**config.mk**
```make
export PLATFORM = sky130hd
export DESIGN_NAME = alu_arbiter
export DESIGN_NICKNAME = d
export VERILOG_FILES = /design/src/rtl/alu_arbiter.sv
export SDC_FILE = /design/constraint.sdc
export NUM_CORES = 1
export LEC_CHECK = 0
export BUFFER_PORTS_ARGS = -buffer_cell sky130_fd_sc_hd__buf_2
export CAP_MARGIN = 20
export CORE_MARGIN = 5
export CORE_UTILIZATION = 45
export DETAILED_ROUTE_END_ITERATION = 6
export MAX_ROUTING_LAYER = met4
export PLACE_DENSITY = 0.83
export SKIP_CTS_REPAIR_TIMING = 1
export SLEW_MARGIN = 20
export SYNTH_ARGS = -nofsm -noshare
export SYNTH_HDL_FRONTEND = slang
export SYNTH_SLANG_ARGS = --single-unit
```
**constraint.sdc**
```tcl
create_clock -name clk -period 2.2 [get_ports clk]
set_clock_uncertainty 0.1 [all_clocks]
set_input_delay 0.22 -clock clk [delete_from_list [all_inputs] [get_ports clk]]
set_output_delay 0.22 -clock clk [all_outputs]
set_load 0.005 [all_outputs]
```
**src/rtl/alu_arbiter.sv**
```systemverilog
// alu_arbiter: two-requester front end for one shared combinational ALU.
// An IDLE/EXEC/RESP FSM grants one request, drives the latched operands to
// the ALU for one cycle, captures the result and holds it until accepted.
// Ports:
//   clk, rst_n            clock, async active-low reset
//   req{0,1}_valid/ready  request handshake; a, b, op, unsig operands
//   alu_a/b/op/unsig      operands to the ALU; alu_out, alu_ovf results
//   rsp_valid/ready       response handshake; rsp_id, rsp_data, rsp_ovf,
//                         rsp_err response fields
//   busy                  high whenever the FSM is not in IDLE
// Config: define ALU_ARB_ROUND_ROBIN_EN for round-robin arbitration;
//   otherwise requester 0 has fixed priority.
module alu_arbiter (
   input  logic        clk,
   input  logic        rst_n,
   input  logic        req0_valid,
   output logic        req0_ready,
   input  logic [31:0] req0_a,
   input  logic [31:0] req0_b,
   input  logic [2:0]  req0_op,
   input  logic        req0_unsig,
   input  logic        req1_valid,
   output logic        req1_ready,
   input  logic [31:0] req1_a,
   input  logic [31:0] req1_b,
   input  logic [2:0]  req1_op,
   input  logic        req1_unsig,
   output logic [31:0] alu_a,
   output logic [31:0] alu_b,
   output logic [2:0]  alu_op,
   output logic        alu_unsig,
   input  logic [31:0] alu_out,
   input  logic        alu_ovf,
   output logic        rsp_valid,
   input  logic        rsp_ready,
   output logic        rsp_id,
   output logic [31:0] rsp_data,
   output logic        rsp_ovf,
   output logic        rsp_err,
   output logic        busy
);

   typedef enum logic [1:0] {
      IDLE = 2'd0,
      EXEC = 2'd1,
      RESP = 2'd2
   } state_t;

   state_t      state_q, state_d;
   logic [31:0] a_q, a_d;
   logic [31:0] b_q, b_d;
   logic [2:0]  op_q, op_d;
   logic        unsig_q, unsig_d;
   logic        id_q, id_d;
   logic [31:0] data_q, data_d;
   logic        ovf_q, ovf_d;
   logic        err_q, err_d;

   logic any_valid;
   logic gnt_id;
   logic grant;
   logic illegal;

   assign any_valid = req0_valid | req1_valid;

`ifdef ALU_ARB_ROUND_ROBIN_EN
   // prio_q names the requester that wins a tie; it flips away from
   // whoever was just granted, so a tie goes to the other side.
   logic prio_q, prio_d;

   always_comb begin
      gnt_id = ~req0_valid;
      if (req0_valid && req1_valid) begin
         gnt_id = prio_q;
      end
   end

   always_comb begin
      prio_d = prio_q;
      if (grant) begin
         prio_d = ~gnt_id;
      end
   end

   always_ff @(posedge clk or negedge rst_n) begin
      if (!rst_n) begin
         prio_q <= 1'b0;
      end else begin
         prio_q <= prio_d;
      end
   end
`else
   // Requester 0 wins whenever it is valid.
   always_comb begin
      gnt_id = ~req0_valid;
   end
`endif

   assign grant = (state_q == IDLE) && any_valid;

   assign req0_ready = grant && !gnt_id;
   assign req1_ready = grant && gnt_id;

   // Opcodes x11 are reserved.
   assign illegal = (op_q[1:0] == 2'b11);

   always_comb begin
      state_d = state_q;
      a_d     = a_q;
      b_d     = b_q;
      op_d    = op_q;
      unsig_d = unsig_q;
      id_d    = id_q;
      data_d  = data_q;
      ovf_d   = ovf_q;
      err_d   = err_q;
      unique case (state_q)
         IDLE: begin
            if (grant) begin
               id_d    = gnt_id;
               a_d     = gnt_id ? req1_a     : req0_a;
               b_d     = gnt_id ? req1_b     : req0_b;
               op_d    = gnt_id ? req1_op    : req0_op;
               unsig_d = gnt_id ? req1_unsig : req0_unsig;
               state_d = EXEC;
            end
         end
         EXEC: begin
            err_d   = illegal;
            data_d  = illegal ? 32'd0 : alu_out;
            // Overflow only has meaning for signed arithmetic.
            ovf_d   = !illegal && alu_ovf && !unsig_q;
            state_d = RESP;
         end
         RESP: begin
            if (rsp_ready) begin
               state_d = IDLE;
            end
         end
         default: begin
            state_d = IDLE;
         end
      endcase
   end

   always_ff @(posedge clk or negedge rst_n) begin
      if (!rst_n) begin
         state_q <= IDLE;
         a_q     <= 32'd0;
         b_q     <= 32'd0;
         op_q    <= 3'd0;
         unsig_q <= 1'b0;
         id_q    <= 1'b0;
         data_q  <= 32'd0;
         ovf_q   <= 1'b0;
         err_q   <= 1'b0;
      end else begin
         state_q <= state_d;
         a_q     <= a_d;
         b_q     <= b_d;
         op_q    <= op_d;
         unsig_q <= unsig_d;
         id_q    <= id_d;
         data_q  <= data_d;
         ovf_q   <= ovf_d;
         err_q   <= err_d;
      end
   end

   assign alu_a     = a_q;
   assign alu_b     = b_q;
   assign alu_op    = op_q;
   assign alu_unsig = unsig_q;

   assign rsp_valid = (state_q == RESP);
   assign rsp_id    = id_q;
   assign rsp_data  = data_q;
   assign rsp_ovf   = ovf_q;
   assign rsp_err   = err_q;
   assign busy      = (state_q != IDLE);

endmodule
```
==> results.cfg, run 1 <==
[status]
status = finished, final reports clean

[setup_path]
crit_path_start = state_q[0]$_DFFE_PN0P_
path_max_fanout = 33
crit_required_ps = 2340
cp.arrival_ps = 2010
ff2ff_path_depth = 4
crit_type = flop to flop
r2r_start = state_q[0]$_DFFE_PN0P_
start_kind = flop
endpoint_kind = flop

[sta]
max_slew_margin = 0.6796
slew_violations = 0
rsz0062_at_grt = no
fin_crit_sh = 0.8499
hold_viol = 0
worst_slew_pin_slew_ps = 480.5
report.final.setup_viol = 0
fmax_mhz = 534.8
timing.setup.tns_ps = 0
layout_min_cycle_time_ps = 1870

[synthesis]
ys_seq_area_frac = 0.5241
netlist_top_cells_count = dfrtp_1, mux2_4, mux2_2
syn_nets = 486
async_reset_ff_frac = 1.000
syn_area_per_cell_um2 = 16.07
synth_edf_count = 0
syn-cell-area_um2 = 5014
ys_ff_latch = 105
ys_top_cells_by_area = dfrtp_1, mux2_4, mux2_2
ys_dominant_reg_cell = dfrtp_1
syn_inst = 312
synth_largest_area_cell = dfrtp_1
synth.most_common_cell = dfrtp_1
synth_top_area_frac = 0.5241
synth.distinct_cells = 21
synth_warnings = 0

[finish]
final_core_util = 0.6469
syn_to_final_growth_pct = 40.48
design_area_um2 = 7043
layout-drive-gt1-share = 0.7038
instances_no_fill = 769
nets = 798

[grt]
antenna_found_initial = 1
grt_pass1_wl_um = 19750
grt_pass1_vias = 4017
gr-total-overflow = 0
grt_usage = 0.1945
grt_max_degree = 57

[clock_network]
cts_tree = built
clock-root-buffer = clkbuf_8
clk_pin_slew_worst_paths_ps = 100
cts.sinks = 105
htree_levels = 3
clk_path_buf_depth = 2
cts_made_buffers = 9
clkLatencyLatePin_ps = 360

[power]
power_density_nw_per_um2 = 1231
ir_worst_vdd_uv = 613.5
cellLeakagePower_uw = 0.003658
power_uw = 8672

[routing]
wl_per_cell_um = 18.26
drtIter0Drc = 201
viasPerCell = 5.034
firstDrtPassIters = 4
drt-total-wl_um = 14040
num_vias = 3871
ant_nets = 0
drc_errors = 0

[run]
max-cap-violations = 0

[placed_design]
placed_cell_area_um2 = 6497
gp_congestion = 0.7781
port_buffers = 280
place_inst = 718
post-dp-hpwl_um = 10280

[min_path]
hold_depth = 3
hp-class = input port to flop
hold_path_startpoint = req0_unsig

[floorplanning]
dieArea_um2 = 13350
die_h_um = 115.6
num_rows = 38
core_area_um2 = 10890
start_util = 0.4605
io_pins = 281
die_w_um = 115.6
## registers in the layout, summed over array words and instances (netlist names)
register	flops
alu_unsig	1
alu_op	3
rsp_err	1
rsp_ovf	1
alu_a	32
alu_b	32
state_q	2
rsp_id	1
rsp_data	32
## logic make-up (layout without fill, tap and decap cells)
kind of cell | after synthesis | in the layout | synth area share
other cells | 0 | 1 | 0
flops | 105 | 105 | 0.5241
simple gates | 7 | 7 | 0.01073
compound gates | 36 | 36 | 0.06164
buf+inv | 27 | 343 | 0.04542
mux | 137 | 137 | 0.3581
## per-stage QoR
stage	hold slack (ps)	worst slack (ps)
final	69.00	330.1
after global routing	91.97	271.9
after floorplan	-175.6	540.9
after global placement	57.53	409.7
after detailed placement	62.78	356.5
after CTS	-335.0	327.6
## report_power, final
group	switching (uW)	internal, uW	leakage (uW)
Combinational	1600	2460	0.00230
Clock	638	526	0.0000957
Sequential	568	2890	0.00126
## cells in the final DEF, fill, tap and decap left out, types with 4 or more instances in the layout
cell type | netlist | routed
inv_1 | 4 | 4
buf_4 | 0 | 6
mux2_2 | 67 | 67
clkbuf_8 | 0 | 9
buf_2 | 4 | 279
dfrtp_1 | 105 | 105
mux2_4 | 68 | 68
buf_12 | 7 | 4
dlygate4sd3_1 | 0 | 35
a22o_1 | 32 | 32
## metal layers
metal | GRT usage | wire [um]
met3 | 0.04386 | 1324
met4 | 0.06729 | 424
met1 | 0.2219 | 5165
met2 | 0.3372 | 7128
met5 | - | 0
## worst max-delay path: stages (launching register included)
cell and delay [ps]:
dfrtp_1 400, or2_1 330, nor2_8 270, buf_12 280, mux2_4 330
## worst paths after layout
kind,end,slack [ps]
setup / recovery,alu_b[13]$_DFFE_PN0P_,330
min in group asynchronous,alu_a[25]$_DFFE_PN0P_,220
hold / removal,alu_unsig$_DFFE_PN0P_,70
hold reg to reg,rsp_data[13]$_DFFE_PN0N_,410
max in group asynchronous,alu_b[0]$_DFFE_PN0P_,960
setup reg to reg,alu_b[13]$_DFFE_PN0P_,330
## final cells by class
class	count	area, um^2
fillers	797	3845
flip-flops and latches	105	2628
multi-input cells	180	2158
repair buffers	324	1872
well taps	140	175.2
clock buffers	9	123.9
clock inverters	6	68.82
inverters	4	15.01
diodes	1	2.502
No activity file was read; power rests on OpenSTA's default activity.
==> inputs of run 2 (changes only) <==
==> constraint.sdc (replaced) <==
create_clock -name clk -period 1.79 [get_ports clk]
set_clock_uncertainty 0.1 [all_clocks]
set_input_delay 0.179 -clock clk [delete_from_list [all_inputs] [get_ports clk]]
set_output_delay 0.179 -clock clk [all_outputs]
set_load 0.005 [all_outputs]
==> run 2 against run 1 <==
Effect of this change: first-iteration DRC count shrank 32%; maximum frequency grew 9.5%; sequential cell count is the same; largest cell class unchanged; power grew 24%; worst hold slack lost 48 ps.
==> results.cfg, run 2 (same netlist as run 1, synthesis figures left out) <==
[clock_network]
clkLatencyLatePin_ps = 360
cts_made_buffers = 9
clk_path_buf_depth = 2
clk_pin_slew_worst_paths_ps = 110
cts_tree = built
htree_levels = 3
clock-root-buffer = clkbuf_8
cts.sinks = 105

[routing]
drt-total-wl_um = 14070
firstDrtPassIters = 4
wl_per_cell_um = 18.20
num_vias = 3818
drtIter0Drc = 136
drc_errors = 0
viasPerCell = 4.939
ant_nets = 0

[grt]
grt_usage = 0.1915
gr-total-overflow = 0
grt_pass1_wl_um = 19350
grt_pass1_vias = 3838
grt_max_degree = 55
antenna_found_initial = 0

[power]
ir_worst_vdd_uv = 738.7
power_density_nw_per_um2 = 1513
power_uw = 10710
cellLeakagePower_uw = 0.003678

[placed_design]
port_buffers = 280
placed_cell_area_um2 = 6533
post-dp-hpwl_um = 10110
place_inst = 721
gp_congestion = 0.7824

[finish]
layout-drive-gt1-share = 0.7093
instances_no_fill = 773
syn_to_final_growth_pct = 41.25
n_antenna_cell = 0
fillers = 785
final_core_util = 0.6504
nets = 802
final_cell_mix = buf_2, dfrtp_1, mux2_4, mux2_2, dlygate4sd3_1
design_area_um2 = 7082
layout_commonest_cell = buf_2

[min_path]
hold_depth = 3
hp-class = input port to flop

[status]
status = finished, final reports clean

[setup_path]
endpoint_kind = flop
crit_end = alu_b[27]$_DFFE_PN0P_
r2r_start = state_q[1]$_DFFE_PN0P_
cp.arrival_ps = 1850
crit_required_ps = 1930
cp_num_cells = 4
critPathMaxStageDelay_ps = 410
start_kind = flop
rrSetupSlack_ps = 80
path_max_fanout = 34
cp_cell_sequence = or2_4 > nor2_8 > buf_12 > mux2_4
crit_type = flop to flop
crit_slowest_cell = dfrtp_1
path_buf_inv = 1
timing.rr.end = alu_b[27]$_DFFE_PN0P_
crit_path_start = state_q[1]$_DFFE_PN0P_
cp_top_family = simple AND/OR/NAND/NOR gates
ff2ff_path_depth = 4

[sta]
slew_violations = 0
worst_slew_pin_slew_ps = 434.5
layout_min_cycle_time_ps = 1708
report.final.setup_viol = 0
hold_viol = 0
max_slew_margin = 0.7103
fmax_mhz = 585.4
rsz0062_at_grt = no
fin_crit_sh = 0.9543
timing.hold.ws_ps = 21.25

[floorplanning]
core_area_um2 = 10890
io_pins = 281
dieArea_um2 = 13350
die_h_um = 115.6
start_util = 0.4605
die_w_um = 115.6
num_rows = 38

[run]
max-cap-violations = 0
run 2: cell types whose count changed in the layout (fill, tap and decap cells not counted), sizes merged:
| cell | before | now |
|---|---|---|
| clkinvlp | 1 | 2 |
| bufinv | 1 | 0 |
| inv | 5 | 8 |
| diode | 1 | 0 |
| buf | 289 | 293 |
| clkinv | 3 | 1 |
run 2: final cells by class:
cell class	instances	area [um^2]	share of cell area
clock buffers	9	123.9	0.01749
clock inverters	7	60.06	0.008481
inverters	4	15.01	0.002120
multi-input cells	180	2166	0.3058
flip-flops and latches	105	2628	0.3710
well taps	140	175.2	0.02473
repair buffers	328	1914	0.2703
run 2: metal layers:
metal  vias to the layer above  routed length, um  track usage
met2                       195               7327       0.3368
met5                         -                  0            -
li1                       1770                  -            -
met3                        11               1230      0.03238
met4                         0                136      0.04695
met1                      1842               5371       0.2298
run 2: how the worst min path moves through the flow:
stage | end | from | slack [ps]
after floorplan | alu_a[0]$_DFFE_PN0P_ | rst_n | -220
after global placement | alu_a[29]$_DFFE_PN0P_ | rst_n | 40
after detailed placement | alu_a[30]$_DFFE_PN0P_ | rst_n | 50
after CTS | alu_b[22]$_DFFE_PN0P_ | rst_n | -350
after global routing | alu_b[31]$_DFFE_PN0P_ | req0_b[31] | 50
final | alu_unsig$_DFFE_PN0P_ | req1_unsig | 20
run 2: worst register-to-register path: stages (launching register included):
cell and delay (ps):
dfrtp_1 410, or2_4 300, nor2_8 150, buf_12 260, mux2_4 370
run 2: per-stage QoR:
step	worst slack (ps)	setup TNS, ps
global route	33.99	0
CTS	-60.93	-63.55
detailed placement	98.56	0
floorplan	130.9	0
global placement	127.1	0
finish	81.73	0
run 2: power breakdown:
part	internal (uW)	leakage [uW]	switching, uW
Combinational	3080	0.00233	1990
Sequential	3550	0.00126	712
Clock	534	0.0000901	853
Total	7160	0.00368	3550
